$ cat src/rtl/bram_fifo_ctrl.sv
// Single-clock FIFO controller in front of an external dual-port block RAM.
// RAM port 1 is the write port and RAM port 2 is the read port.
// The RAM registers its read data, so read data arrives one cycle after the read.
// rd_valid is registered to match that cycle.
// Occupancy is the difference of two AW+1 bit pointers.
// The extra pointer bit tells full apart from empty.
module bram_fifo_ctrl #(
    parameter int AW       = 6,
    parameter int DW       = 16,
    parameter int AF_LEVEL = 56,
    parameter int AE_LEVEL = 8
) (
    input  logic          CLK,
    input  logic          RST_N,
    input  logic          clr,
    input  logic          wr_req,
    input  logic [DW-1:0] wr_data,
    input  logic          rd_req,
    output logic [DW-1:0] rd_data,
    output logic          rd_valid,
    output logic          full,
    output logic          empty,
    output logic          almost_full,
    output logic          almost_empty,
    output logic [AW:0]   count,
    output logic          overflow,
    output logic          underflow,
    output logic          ram_en1,
    output logic          ram_we1,
    output logic [AW-1:0] ram_addr1,
    output logic [DW-1:0] ram_DI1,
    output logic          ram_en2,
    output logic          ram_we2,
    output logic [AW-1:0] ram_addr2,
    input  logic [DW-1:0] ram_DO2
);

    localparam logic [AW:0] DEPTH  = (AW+1)'(2**AW);
    localparam logic [AW:0] AF_LVL = (AW+1)'(AF_LEVEL);
    localparam logic [AW:0] AE_LVL = (AW+1)'(AE_LEVEL);
    localparam logic [AW:0] ONE    = (AW+1)'(1);

    logic [AW:0] wptr_q, wptr_d;
    logic [AW:0] rptr_q, rptr_d;
    logic        rd_valid_q, rd_valid_d;
    logic        overflow_q, overflow_d;
    logic        underflow_q, underflow_d;
    logic        wr_accept;
    logic        rd_accept;

    // Flags decode only from registered pointers, so they change cleanly once per clock.
    always_comb begin
        count        = wptr_q - rptr_q;
        empty        = (count == '0);
        full         = (count == DEPTH);
        almost_full  = (count >= AF_LVL);
        almost_empty = (count <= AE_LVL);
    end

    // A write while full is refused even when a read is accepted in the same cycle.
    // A read while empty is refused even when a write is accepted in the same cycle.
    // Because of this, the two RAM ports never touch the same address in one cycle.
    always_comb begin
        wr_accept = wr_req & ~full & ~clr;
        rd_accept = rd_req & ~empty & ~clr;
    end

    // RAM port drive: port 1 writes, port 2 only ever reads.
    always_comb begin
        ram_en1   = wr_accept;
        ram_we1   = wr_accept;
        ram_addr1 = wptr_q[AW-1:0];
        ram_DI1   = wr_data;
        ram_en2   = rd_accept;
        ram_we2   = 1'b0;
        ram_addr2 = rptr_q[AW-1:0];
    end

    // The RAM output register provides the one cycle of read latency, so data passes straight through.
    always_comb begin
        rd_data   = ram_DO2;
        rd_valid  = rd_valid_q;
        overflow  = overflow_q;
        underflow = underflow_q;
    end

    // Next-state logic: clr has priority and discards any read still in flight.
    always_comb begin
        wptr_d      = wptr_q;
        rptr_d      = rptr_q;
        rd_valid_d  = rd_accept;
        overflow_d  = wr_req & full & ~clr;
        underflow_d = rd_req & empty & ~clr;
        if (clr) begin
            wptr_d = '0;
            rptr_d = '0;
        end else begin
            if (wr_accept) wptr_d = wptr_q + ONE;
            if (rd_accept) rptr_d = rptr_q + ONE;
        end
    end

    // State registers. Asynchronous reset drops an in-flight rd_valid at once.
    // NOTE: only the control state is reset; the RAM contents are left as they are.
    // NOTE: sequential state uses non-blocking assignments so all registers update together at the edge.
    always_ff @(posedge CLK or negedge RST_N) begin
        if (!RST_N) begin
            wptr_q      <= '0;
            rptr_q      <= '0;
            rd_valid_q  <= 1'b0;
            overflow_q  <= 1'b0;
            underflow_q <= 1'b0;
        end else begin
            wptr_q      <= wptr_d;
            rptr_q      <= rptr_d;
            rd_valid_q  <= rd_valid_d;
            overflow_q  <= overflow_d;
            underflow_q <= underflow_d;
        end
    end

endmodule

$ cat config.mk
export PLATFORM = sky130hd
export DESIGN_NAME = bram_fifo_ctrl
export DESIGN_NICKNAME = d
export VERILOG_FILES = /design/src/rtl/bram_fifo_ctrl.sv
export SDC_FILE = /design/constraint.sdc
export NUM_CORES = 1
export LEC_CHECK = 0
export ABC_AREA = 0
export ABC_CLOCK_PERIOD_IN_PS = 3700
export BUFFER_PORTS_ARGS = -buffer_cell sky130_fd_sc_hd__buf_4
export CORE_ASPECT_RATIO = 0.75
export CORE_UTILIZATION = 43
export DETAILED_ROUTE_END_ITERATION = 10
export PLACE_DENSITY = 0.8
export SLEW_MARGIN = 40
export SYNTH_ARGS = -nofsm -noshare
export SYNTH_HDL_FRONTEND = slang
export SYNTH_SLANG_ARGS = --single-unit
$ cat constraint.sdc
create_clock -name CLK -period 3.7 [get_ports CLK]
set_clock_uncertainty 0.2 [all_clocks]
set_input_delay 0.555 -clock CLK [delete_from_list [all_inputs] [get_ports CLK]]
set_output_delay 0.555 -clock CLK [all_outputs]
set_load 0.005 [all_outputs]
==> results.cfg, run 1 <==
[setup_path]
cp.arrival_ns = 2.71
reg2reg_slack_ns = 0.63
worst_setup_path_end_kind = output port
path_max_fanout = 7
required_ns = 2.94
start_kind = flop
path_class = flop to output port

[floorplanning]
die_w_um = 72.58
ioPinCount = 99
dieArea_mm2 = 0.003987
core-area_mm2 = 0.003423
fp.dieH_um = 54.94
start_util = 0.4693
rows = 18

[place]
hpwlAfterDp_um = 2393
gp_congestion = 0.8389
portBuffers = 33
placed_area_mm2 = 0.001560

[timing]
finalHoldViolations = 0
period_share = 0.9361
setup_viol = 0
fin_crit_ns = 3.464
grt_setup_unrepaired = false
max_freq_mhz = 288.7
maxSlewViolCount = 0
finalSetupTns_ns = 0

[route]
wl_per_cell_um = 13.50
via_per_inst = 5.048
finalWirelength_um = 3065
post-route-drc-count = 0
postRouteAntennaNets = 0
initialDrtViolationCount = 46
firstDrtPassIters = 4
vias = 1146

[finish]
final_area_mm2 = 0.001667
seq_area_um2 = 426.7
nets = 224
layout-area-overhead-vs-synth_pct = 3.738
drive_above_1_share = 0.3220
multi_input_area_um2 = 779.5
num_antenna_cells = 0
finish.utilization = 0.4868
fillers = 351

[power_and_ir_drop]
seq_power_share = 0.205
combPwrFrac = 0.676
p_per_area_mw_per_mm2 = 681.7
p_sw_frac = 0.4165
p_clk_frac = 0.119
p_leak_nw = 0.8149
p_sw_mw = 0.4732
p_int_mw = 0.6629
ir_worst_vdd_uv = 457.6

[global_routing]
antenna_found_initial = 0
grt_pass1_wl_um = 4981
grt_pass1_vias = 1050
busiest_layer = met2
grt_max_degree = 26
met3_usage = 0.05978
grtUsageTotal = 0.1671
met2_usage = 0.2788
use_met1 = 0.2195
grt_overflow = 0

[yosys]
yosysWarnings = 0
synthDistinctLibCells = 40
avgSynthCellArea_um2 = 8.779
synthCells = 183
syn-num-nets = 229
synth-seq-cells = 17
synth_seq_area_share = 0.2648
syn-cell-area_mm2 = 0.001607

[status]
outcome = complete, no violations

[cts]
cts_tree = yes
cts_sinks = 17
htree_levels = 1
clock_path_buffers = 2
root_buffer = clkbuf_8
cts_buffers = 3
clock_latency_ns = 0.25
clkSlewWorstSetupHoldPaths_ns = 0.06

[flow_run]
max-cap-violations = 0

[min_path]
hold_path_class = flop to flop
flip-flops by register name (all words and copies together) (netlist names):
register,count
rptr_q,7
wptr_q,7
overflow,1
rd_valid,1
underflow,1
kinds of logic after synthesis:
group | Yosys count | synth area share
mux | 9 | 0.06152
fa+ha+maj | 9 | 0.07477
buf+inv | 63 | 0.2625
compound gates | 19 | 0.1122
simple gates | 57 | 0.1784
flops | 17 | 0.2648
xor+xnor | 8 | 0.04362
other cells | 1 | 0.002334
layer usage:
layer  wire length [um]  vias to the layer above  part of all wire
met3                192                        0             0.063
met5                  0                        -                 0
met2               1356                       40              0.44
met1               1516                      549              0.49
met4                  0                        0                 0
li1                   -                      557                 -
area by class of cell:
class / count / area share
Inverter: 14 / 0.03453
Multi-Input combinational cell: 103 / 0.4677
Sequential cell: 17 / 0.2560
Clock buffer: 4 / 0.02703
Timing Repair Buffer: 39 / 0.1772
Tap cell: 50 / 0.03754
critical path, cell delays in order, from the launching register on:
cell and delay (ns):
dfrtp_1 0.51, inv_1 0.08, ha_1 0.29, nor2b_1 0.13, o2111a_1 0.25, or3_1 0.37
a21oi_4 0.31, nand2_1 0.13, nor2_1 0.16, nor3_1 0.08, buf_4 0.15
worst paths after layout:
check	cells after the start	end	startpoint
min reg2reg	3	rptr_q[5]$_DFFE_PN0P_	rptr_q[5]$_DFFE_PN0P_
min	3	rptr_q[5]$_DFFE_PN0P_	rptr_q[5]$_DFFE_PN0P_
max	10	ram_en1	rptr_q[1]$_DFFE_PN0P_
max in group asynchronous	2	rptr_q[0]$_DFFE_PN0P_	RST_N
max reg2reg	9	rptr_q[6]$_DFFE_PN0P_	rptr_q[0]$_DFFE_PN0P_
min in group asynchronous	2	wptr_q[4]$_DFFE_PN0P_	RST_N
Yosys cell counts:
library cell  instances  area share
a311oi_2              1      0.0093
mux2i_1               2       0.012
conb_1                1      0.0023
a31o_2                2       0.011
or3_1                 3       0.012
inv_1                13       0.030
nand4_1               4       0.016
nand3b_1              1      0.0047
o21ai_0               1      0.0031
nor3_1                4       0.012
nor2_2                1      0.0039
o21bai_1              1      0.0047
ha_1                  8       0.062
and2_1                2      0.0078
o2111a_1              1      0.0070
a21oi_4               1       0.010
fa_1                  1       0.012
nand2_1               7       0.016
a21o_1                1      0.0047
mux2_2                2       0.014
nor2b_1               5       0.019
and2_4                1      0.0055
buf_4                46        0.21
xor2_1                2       0.011
nor4_1                2      0.0078
a31oi_1               1      0.0039
a2111oi_0             1      0.0055
xnor2_1               6       0.033
a211oi_1              3       0.014
inv_6                 1      0.0055
dfrtp_1              17        0.26
nand2b_1              1      0.0039
buf_6                 1      0.0070
nor2_1               19       0.044
a21oi_1               4       0.012
nand3_1               3      0.0093
clkbuf_1              2      0.0047
a31oi_4               2       0.026
and3_1                4       0.016
mux2_1                5       0.035
metrics by stage:
stage          total power, mW  worst slack, ns  cells  hold slack [ns]
6_report                 1.136           0.2362    227           0.4120
3_3_place_gp            0.9495           0.3613    218           0.2292
4_1_cts                  1.100          0.02043    224           0.4214
3_5_place_dp            0.9539           0.2965    218           0.2325
5_1_grt                  1.240          0.03838    227           0.4671
2_1_floorplan           0.7299           0.5166    183          0.05941
repair_timing:
action	4_1_cts	5_1_grt
pin swaps	0	2
resized for setup	0	5
endpoints found under the setup margin	1	4
endpoints found under the hold margin	17	0
hold buffers	1	0
setup buffers	1	3
power groups by stage:
stage	sequential (mW)	combinational, mW	clock [mW]
finish	0.233	0.767	0.136
global route	0.237	0.854	0.149
CTS	0.237	0.724	0.140
detailed placement	0.243	0.711	0
global placement	0.239	0.711	0
floorplan	0.235	0.495	0
cells in the final DEF (no fill, tap or decap), drive strengths merged:
master,n
a2111oi,1
a211oi,3
a21o,1
a21oi,5
a311oi,1
a31o,2
a31oi,3
and2,3
and3,4
buf,38
clkbuf,4
conb,1
dfrtp,17
dlygate4sd3,1
fa,1
ha,8
inv,14
mux2,7
mux2i,2
nand2,7
nand2b,1
nand3,3
nand3b,1
nand4,4
nor2,20
nor2b,5
nor3,4
nor4,2
o2111a,1
o21ai,1
o21bai,1
or3,3
xnor2,6
xor2,2
No activity file was read; power rests on OpenSTA's default activity.
==> run 2, diff against run 1 <==
--- a/config.mk
+++ b/config.mk
@@ -6,12 +6,13 @@
 export NUM_CORES = 1
 export LEC_CHECK = 0
 export ABC_AREA = 0
-export ABC_CLOCK_PERIOD_IN_PS = 3700
+export ABC_CLOCK_PERIOD_IN_PS = 3620
 export BUFFER_PORTS_ARGS = -buffer_cell sky130_fd_sc_hd__buf_4
 export CORE_ASPECT_RATIO = 0.75
-export CORE_UTILIZATION = 43
+export CORE_UTILIZATION = 45
+export CTS_BUF_LIST = sky130_fd_sc_hd__clkbuf_4
 export DETAILED_ROUTE_END_ITERATION = 10
-export PLACE_DENSITY = 0.8
+export PLACE_DENSITY = 0.83
 export SLEW_MARGIN = 40
 export SYNTH_ARGS = -nofsm -noshare
 export SYNTH_HDL_FRONTEND = slang
==> constraint.sdc (replaced) <==
create_clock -name CLK -period 3.62 [get_ports CLK]
set_clock_uncertainty 0.2 [all_clocks]
set_input_delay 0.543 -clock CLK [delete_from_list [all_inputs] [get_ports CLK]]
set_output_delay 0.543 -clock CLK [all_outputs]
set_load 0.005 [all_outputs]
==> results.cfg, run 2 (synthesized netlist as in run 1, its figures left out) <==
[global_routing]
grt_overflow = 0
grt_pass1_vias = 1021
grtUsageTotal = 0.1652
grt_pass1_wl_um = 4719
antenna_found_initial = 0
grt_max_degree = 26

[finish]
multi_input_area_um2 = 780.7
final_area_mm2 = 0.001649
fillers = 327
seq_area_um2 = 427.9
top_regs = rptr_q: 7 flops, wptr_q: 7 flops
layout-area-overhead-vs-synth_pct = 2.648
nets = 225
finalNonFillerCells = 218
finish.utilization = 0.4914
final_cell_mix = 39 x buf_4, 19 x nor2_1, 15 x dfrtp_1, 13 x inv_1, 8 x ha_1
drive_above_1_share = 0.3371
num_antenna_cells = 0
final_common_cell = buf_4

[setup_path]
crit_buf_inv = 2
path_class = flop to output port
cp.arrival_ns = 2.72
start_kind = flop
required_ns = 2.88
path_cells = ha_1 -> fa_2 -> nand2b_4 -> a211oi_2 -> mux2_2 -> and2_4 -> inv_6 -> a2111oi_1 -> buf_4
slowest_delay_ns = 0.42
cp_slowest_cell = dfrtp_2
worst_setup_path_end_kind = output port
crit_family = compound AO/OA/AOI/OAI gates
path_max_fanout = 7

[timing]
setup_viol = 0
finalHoldViolations = 0
period_share = 0.9577
fin_crit_ns = 3.467
finalSetupTns_ns = 0
whs_ns = 0.3844
setup_ws_ns = 0.1532
grt_setup_unrepaired = false
max_freq_mhz = 288.5
maxSlewViolCount = 0

[power_and_ir_drop]
ir_worst_vdd_uv = 474.1
p_per_area_mw_per_mm2 = 720.3
fin_total_pwr_mw = 1.188
p_leak_nw = 0.8121

[route]
top_layer = met4
wl_met3_um = 245
postRouteAntennaNets = 0
firstDrtPassIters = 7
wl_per_cell_um = 13.89
dr_wl_met2_um = 1303
post-route-drc-count = 4
wl_met1_um = 1452
finalWirelength_um = 3028
via_per_inst = 5.339
vias = 1164
initialDrtViolationCount = 40

[place]
placed_area_mm2 = 0.001548
portBuffers = 33
place_ws_ns = 0.2464
dp.cells = 208
hpwlAfterDp_um = 2285
gp_congestion = 0.8498

[floorplanning]
core-area_mm2 = 0.003356
start_util = 0.4787
ioPinCount = 99
dieArea_mm2 = 0.003816
die_w_um = 71.00
fp.dieH_um = 53.75
rows = 18

[min_path]
hold_path_class = input pin to flop

[cts]
clock_latency_ns = 0.30
cts_buffers = 3
cts_sinks = 17
clock_path_buffers = 2
root_buffer = clkbuf_4
clkSlewWorstSetupHoldPaths_ns = 0.10
htree_levels = 1
cts_tree = yes

[status]
outcome = complete, but fails checks
violations = DRC

[flow_run]
max-cap-violations = 0
run 2: path summary, 6_finish.rpt:
path	startpoint	endpoint	slack, ns	cells after the start
max	rptr_q[0]$_DFFE_PN0P_	almost_empty	0.15	9
min	clr	rptr_q[5]$_DFFE_PN0P_	0.38	2
max reg2reg	rptr_q[0]$_DFFE_PN0P_	rptr_q[6]$_DFFE_PN0P_	0.58	9
min reg2reg	rptr_q[5]$_DFFE_PN0P_	rptr_q[5]$_DFFE_PN0P_	0.41	3
max in group asynchronous	RST_N	rptr_q[0]$_DFFE_PN0P_	2.57	2
min in group asynchronous	RST_N	overflow$_DFF_PN0_	0.43	2
run 2: worst register-to-register path, stage by stage (launching register included):
cell	delay, ns
dfrtp_2	0.42
ha_1	0.22
fa_2	0.36
nand2b_4	0.16
a211oi_2	0.26
mux2_2	0.36
and2_4	0.17
a31oi_4	0.25
and3_1	0.22
mux2_1	0.32
run 2: per-layer routing:
metal / vias to the layer above / GRT usage
li1: 560 / -
met1: 556 / 0.2188
met2: 43 / 0.2596
met3: 5 / 0.05056
met4: 0 / 0.05667
met5: - / 0
run 2: timing repair:
item,in CTS,in global routing
hold buffers,1,0
cloned,0,0
endpoints found under the hold margin,17,0
buffers inserted,1,4
pin swaps,0,1
gates resized for setup,3,4
setup endpoints to repair,2,4
run 2: final cells by class:
class                      instances  share of cell area
multi-input combinational        103              0.4734
sequential                        17              0.2595
timing repair buffer              40              0.1836
inverter                          14             0.03490
tap                               40             0.03035
clock buffer                       4             0.01821
run 2: where the power goes:
part	switching (mW)	internal, mW
combinational	0.418	0.424
sequential	0.0222	0.212
clock	0.0613	0.0504
total	0.501	0.687
